<file path="config.mk">
export PLATFORM = sky130hd
export DESIGN_NAME = clk_speed_ctrl
export DESIGN_NICKNAME = d
export VERILOG_FILES = /design/src/rtl/clk_ctrl_pkg.sv /design/src/rtl/clk_ctrl_timer.sv /design/src/rtl/clk_speed_ctrl.sv
export SDC_FILE = /design/constraint.sdc
export NUM_CORES = 1
export LEC_CHECK = 0
export ABC_CLOCK_PERIOD_IN_PS = 2500
export BUFFER_PORTS_ARGS = -buffer_cell sky130_fd_sc_hd__buf_4
export CORE_MARGIN = 8
export CORE_UTILIZATION = 55
export DETAILED_ROUTE_END_ITERATION = 16
export GPL_ROUTABILITY_DRIVEN = 0
export MAX_ROUTING_LAYER = met4
export PLACE_DENSITY = 0.87
export SLEW_MARGIN = 10
export SYNTH_ARGS = -nofsm -noshare
export SYNTH_HDL_FRONTEND = slang
export SYNTH_SLANG_ARGS = --single-unit
</file>
<file path="constraint.sdc">
create_clock -name local_clk -period 2.5 [get_ports local_clk]
set_input_delay 0.5 -clock local_clk [delete_from_list [all_inputs] [get_ports local_clk]]
set_output_delay 0.5 -clock local_clk [all_outputs]
set_load 0.03 [all_outputs]
</file>
<file path="src/rtl/clk_ctrl_pkg.sv">
// Shared types and default timing for the divider speed-change sequencer.
package clk_ctrl_pkg;

    typedef enum logic [2:0] {
        ST_INIT,
        ST_IDLE,
        ST_QUIESCE,
        ST_HOLD_RST,
        ST_SETTLE,
        ST_DONE
    } state_t;

    localparam logic [1:0] GEN_SPD_00   = 2'b00;
    localparam logic [1:0] GEN_SPD_01   = 2'b01;
    localparam logic [1:0] GEN_SPD_10   = 2'b10;
    localparam logic [1:0] GEN_SPD_RSVD = 2'b11;

    localparam logic [1:0] DEF_SPEED           = GEN_SPD_00;
    localparam int         DEF_RST_HOLD_CYCLES = 8;
    // Must cover at least one slowest enc_clk period (132 local_clk cycles).
    localparam int         DEF_SETTLE_CYCLES   = 160;
    localparam int         DEF_QUIESCE_TIMEOUT = 1024;

    function automatic int max3(input int a, input int b, input int c);
        int m;
        m = (a > b) ? a : b;
        return (m > c) ? m : c;
    endfunction

endpackage

</file>
<file path="src/rtl/clk_ctrl_timer.sv">
// Shared up-counter: cleared on request, flags when it equals the current terminal value.
module clk_ctrl_timer #(
    parameter int W = 11
) (
    input  logic         clk,
    input  logic         srst,
    input  logic         clear,
    input  logic [W-1:0] limit,
    output logic         at_limit
);

    logic [W-1:0] count_reg;

    // Every owner clears on its terminal count, so the counter never wraps.
    always_ff @(posedge clk) begin
        if (srst || clear) begin
            count_reg <= '0;
        end else begin
            count_reg <= count_reg + W'(1);
        end
    end

    assign at_limit = (count_reg == limit);

endmodule

</file>
<file path="src/rtl/clk_speed_ctrl.sv">
// Sequences divider ratio changes: quiesce datapath, hold divider in reset, settle, report.
module clk_speed_ctrl
    import clk_ctrl_pkg::*;
#(
    parameter logic [1:0] DEFAULT_SPEED   = DEF_SPEED,
    parameter int         RST_HOLD_CYCLES = DEF_RST_HOLD_CYCLES,
    parameter int         SETTLE_CYCLES   = DEF_SETTLE_CYCLES,
    parameter int         QUIESCE_TIMEOUT = DEF_QUIESCE_TIMEOUT
) (
    input  logic       local_clk,
    input  logic       rst,
    input  logic       speed_req_valid,
    input  logic [1:0] speed_req,
    output logic       speed_req_ready,
    input  logic       link_idle,
    output logic       quiesce_req,
    output logic [1:0] div_gen_speed,
    output logic       div_rst_n,
    output logic [1:0] cur_speed,
    output logic       busy,
    output logic       speed_done,
    output logic       speed_err
);

    localparam int CNT_W = $clog2(max3(QUIESCE_TIMEOUT, SETTLE_CYCLES, RST_HOLD_CYCLES) + 1);
    localparam logic [CNT_W-1:0] HOLD_LIM    = CNT_W'(RST_HOLD_CYCLES - 1);
    localparam logic [CNT_W-1:0] SETTLE_LIM  = CNT_W'(SETTLE_CYCLES - 1);
    localparam logic [CNT_W-1:0] TIMEOUT_LIM = CNT_W'(QUIESCE_TIMEOUT - 1);

    state_t           state_reg;
    logic [1:0]       target_reg;
    logic [1:0]       div_gen_speed_reg;
    logic [1:0]       cur_speed_reg;
    logic             div_rst_n_reg;
    logic             quiesce_req_reg;
    logic             ready_reg;
    logic             busy_reg;
    logic             done_reg;
    logic             err_reg;

    logic [CNT_W-1:0] limit;
    logic             at_limit;
    logic             timer_clear;

    // INIT reuses div_rst_n as its phase bit: low = hold phase, high = settle phase.
    always_comb begin
        limit = '0;
        case (state_reg)
            ST_INIT:     limit = div_rst_n_reg ? SETTLE_LIM : HOLD_LIM;
            ST_QUIESCE:  limit = TIMEOUT_LIM;
            ST_HOLD_RST: limit = HOLD_LIM;
            ST_SETTLE:   limit = SETTLE_LIM;
            default:     limit = '0;
        endcase
    end

    // Clear on every state/phase exit so each timed interval starts from zero.
    assign timer_clear = at_limit
                      || (state_reg == ST_IDLE)
                      || (state_reg == ST_DONE)
                      || ((state_reg == ST_QUIESCE) && link_idle);

    clk_ctrl_timer #(
        .W(CNT_W)
    ) u_timer (
        .clk      (local_clk),
        .srst     (rst),
        .clear    (timer_clear),
        .limit    (limit),
        .at_limit (at_limit)
    );

    always_ff @(posedge local_clk) begin
        if (rst) begin
            state_reg         <= ST_INIT;
            target_reg        <= DEFAULT_SPEED;
            div_gen_speed_reg <= DEFAULT_SPEED;
            cur_speed_reg     <= DEFAULT_SPEED;
            div_rst_n_reg     <= 1'b0;
            quiesce_req_reg   <= 1'b0;
            ready_reg         <= 1'b0;
            busy_reg          <= 1'b1;
            done_reg          <= 1'b0;
            err_reg           <= 1'b0;
        end else begin
            done_reg <= 1'b0;
            err_reg  <= 1'b0;
            case (state_reg)
                ST_INIT: begin
                    if (at_limit) begin
                        if (!div_rst_n_reg) begin
                            div_rst_n_reg <= 1'b1;
                        end else begin
                            state_reg <= ST_IDLE;
                            ready_reg <= 1'b1;
                            busy_reg  <= 1'b0;
                        end
                    end
                end
                ST_IDLE: begin
                    if (speed_req_valid && ready_reg) begin
                        if (speed_req == GEN_SPD_RSVD) begin
                            err_reg <= 1'b1;
                        end else if (speed_req == cur_speed_reg) begin
                            state_reg  <= ST_DONE;
                            target_reg <= speed_req;
                            ready_reg  <= 1'b0;
                            busy_reg   <= 1'b1;
                            done_reg   <= 1'b1;
                        end else begin
                            state_reg       <= ST_QUIESCE;
                            target_reg      <= speed_req;
                            quiesce_req_reg <= 1'b1;
                            ready_reg       <= 1'b0;
                            busy_reg        <= 1'b1;
                        end
                    end
                end
                ST_QUIESCE: begin
                    // Ratio only moves on the same edge that drops the divider reset.
                    if (link_idle) begin
                        state_reg         <= ST_HOLD_RST;
                        div_gen_speed_reg <= target_reg;
                        div_rst_n_reg     <= 1'b0;
                    end else if (at_limit) begin
                        state_reg       <= ST_IDLE;
                        quiesce_req_reg <= 1'b0;
                        err_reg         <= 1'b1;
                        ready_reg       <= 1'b1;
                        busy_reg        <= 1'b0;
                    end
                end
                ST_HOLD_RST: begin
                    if (at_limit) begin
                        state_reg     <= ST_SETTLE;
                        div_rst_n_reg <= 1'b1;
                    end
                end
                ST_SETTLE: begin
                    if (at_limit) begin
                        state_reg       <= ST_DONE;
                        done_reg        <= 1'b1;
                        cur_speed_reg   <= target_reg;
                        quiesce_req_reg <= 1'b0;
                    end
                end
                ST_DONE: begin
                    state_reg <= ST_IDLE;
                    ready_reg <= 1'b1;
                    busy_reg  <= 1'b0;
                end
                default: begin
                    state_reg <= ST_INIT;
                end
            endcase
        end
    end

    assign speed_req_ready = ready_reg;
    assign quiesce_req     = quiesce_req_reg;
    assign div_gen_speed   = div_gen_speed_reg;
    assign div_rst_n       = div_rst_n_reg;
    assign cur_speed       = cur_speed_reg;
    assign busy            = busy_reg;
    assign speed_done      = done_reg;
    assign speed_err       = err_reg;

endmodule

</file>
==> impl_metrics.csv <==
group,metric,value,unit
outcome,status,"completed",
setup_path,startpoint,"state_reg[0]$_SDFFE_PP0P_",
layout,layout_common_cells,"26 x dfxtp_1, 22 x nor2_1, 15 x buf_4",
sta,rsz0062_at_grt,"false",
route,drtIter0Drc,64,
layout,nets,173,
die,row_count,18,
synth,synth-edff-count,0,
sta,layout_min_cycle_time,2.179,ns
layout,drive_gt1_frac,0.1758,
place,dp_cells,191,
synth,syn_inst,155,
layout,syn2layout_area_growth,11.38,%
route,via_per_inst,5.908,
min_path,hold_path.class,"input port to flop",
route,via_count,1152,
setup_path,crit_arrival,2.43,ns
cts,insertion_delay,0.33,ns
die,die_w,65.59,um
route,wl_per_cell,14.25,um
sta,finalSetupViolCount,0,
synth,ys_seq_elements,26,
route,drc,0,
synth,async_reset_ff_frac,0,
sta,slew_viol_final,0,
synth,yosysUniqueCellTypes,48,
place,dp_hpwl,2.101,mm
synth,syn_nets,162,
sta,tightest_slew,0.6223,ns
synth,synth-seq-area-share,0.3848,
layout,final_cell_count_no_fill,195,
sta,max_slew_margin,0.5846,
global_routing,grt_max_degree,21,
sta,skew,0.01007,ns
power_and_ir_drop,power_density,498.6,nW/um2
setup_path,cp_max_fo,20,
cts,cts_tree,"done",
setup_path,crit_path_start_kind,"flop",
layout,fillers,211,
route,drt_wl_total,2.778,mm
layout,final_common_cell,"dfxtp_1",
sta,fin_crit_sh,0.8716,
die,dieArea,4302,um2
setup_path,worstPathRequired,2.75,ns
global_routing,grt_first_pass_wirelength,4.836,mm
die,coreArea,2410,um2
setup_path,rr_endpoint,"state_reg[2]$_SDFFE_PP0P_",
sta,tns,0,ns
cts,post_cts.repair.setup_buffers,0,
synth,synth_area,1353,um2
sta,max_freq,458.9,MHz
place,io_buffers,15,
setup_path,reg2reg_from,"state_reg[0]$_SDFFE_PP0P_",
layout,largest_reg_flops,11,
global_routing,antenna_found_initial,0,
cts,clockRootBuffer,"clkbuf_4",
die,start_util,0.5613,
run,cap_violations,0,
synth,synth-main-ff-cell,"dfxtp_1",
route,ant_nets,0,
global_routing,gr-total-overflow,0,
setup_path,reg2reg_slack,0.32,ns
setup_path,end_kind,"flop",
sta,setup_slack,0.3210,ns
cts,clock-sinks,26,
route,dr.pass1.iters,4,
power_and_ir_drop,irDropWorstVdd,0.4038,mV
global_routing,grt_usage,0.1419,
synth,yosysWarnings,0,
cts,cts_made_buffers,3,
synth,avgSynthCellArea,8.726,um2
setup_path,path_class,"flop to flop",
cts,htree_levels,1,
setup_path,rr_worst_depth,5,
die,ioPinCount,16,
cts,cts_resized,0,
place,place_ws,0.3656,ns
die,die-height,65.59,um
cts,clk_pin_slew,0.14,ns
layout,diodes,0,
setup_path,endpoint,"state_reg[2]$_SDFFE_PP0P_",
cts,hold_buffers,0,
power_and_ir_drop,p_leak,0.5725,nW
sta,finalHoldViolations,0,
global_routing,grt_pass1_vias,1112,
cts,clock_path_buffers,2,
report_power, final:
part | total [mW] | internal (mW) | switching [mW] | leakage, nW
Sequential | 0.424 | 0.419 | 0.00481 | 0.210
Combinational | 0.0386 | 0.0158 | 0.0228 | 0.335
Clock | 0.288 | 0.162 | 0.126 | 0.0279
per-stage QoR:
| stage | total power, mW | util | hold slack (ns) | instance area (um2) |
|---|---|---|---|---|
| 3_3_place_gp | 0.4685 | 0.6033 | 0.4439 | 1454 |
| 2_1_floorplan | 0.4569 | - | 0.4254 | 1353 |
| 3_5_place_dp | 0.4720 | 0.6033 | 0.4428 | 1454 |
| 5_1_grt | 0.7797 | 0.6251 | 0.4429 | 1506 |
| 6_report | 0.7511 | 0.6251 | 0.4365 | 1506 |
| 4_1_cts | 0.7539 | 0.6251 | 0.4442 | 1506 |
critical path: stages (launching register included):
cell and delay [ns]:
dfxtp_1 0.74, a21oi_1 0.17, a2111oi_4 0.43, o2111a_1 0.43, a21oi_2 0.13, o31ai_2 0.21
synth_stat cells (all sizes together) (2+ instances only):
cell / number / share of area
dfxtp: 26 / 0.38
nor2: 22 / 0.061
a21oi: 13 / 0.051
nand2: 9 / 0.025
buf: 6 / 0.028
inv: 6 / 0.017
mux2i: 6 / 0.044
nand3: 6 / 0.022
xor2: 6 / 0.039
or3: 5 / 0.027
xnor2: 5 / 0.032
and3: 4 / 0.019
nand4: 4 / 0.018
o21ai: 4 / 0.015
clkbuf: 3 / 0.0083
o31ai: 3 / 0.020
nand4b: 2 / 0.013
nor3b: 2 / 0.015
o2bb2ai: 2 / 0.013
routing by layer:
metal,vias up,track usage,part of all wire
met5,-,-,0
met4,0,0.04360,0.0090
met3,4,0.03061,0.059
met2,32,0.2522,0.52
met1,541,0.1536,0.41
li1,575,-,-
layout make-up:
cell class / count / area, um2 / area share
Sequential cell: 26 / 520.5 / 0.3455
Tap cell: 30 / 37.54 / 0.02492
Clock buffer: 3 / 22.52 / 0.01495
Timing Repair Buffer: 15 / 112.6 / 0.07475
Multi-Input combinational cell: 114 / 760.7 / 0.5050
Inverter: 6 / 22.52 / 0.01495
Clock inverter: 1 / 30.03 / 0.01993
worst min path at each step:
stage,from,end,slack (ns),cells after the start
floorplan,u_timer.count_reg[0]$_SDFF_PP0_,u_timer.count_reg[0]$_SDFF_PP0_,0.43,1
global placement,busy$_SDFFE_PP1P_,busy$_SDFFE_PP1P_,0.44,2
detailed placement,busy$_SDFFE_PP1P_,busy$_SDFFE_PP1P_,0.44,2
CTS,speed_req[1],target_reg[1]$_SDFFE_PP0P_,0.44,3
global route,speed_req[0],target_reg[0]$_SDFFE_PP0P_,0.44,3
finish,speed_req[1],target_reg[1]$_SDFFE_PP0P_,0.44,3
logic make-up after synthesis:
| family | after synthesis | share of synthesized area |
|---|---|---|
| buffers and inverters | 15 | 0.05272 |
| AND/OR/NAND/NOR | 61 | 0.2368 |
| multiplexers | 7 | 0.05273 |
| XOR/XNOR | 11 | 0.07123 |
| adder cells (fa/ha/maj) | 1 | 0.009249 |
| flip-flops | 26 | 0.3848 |
| AO/OA/AOI/OAI | 34 | 0.1924 |
No activity file was read; power rests on OpenSTA's default activity.
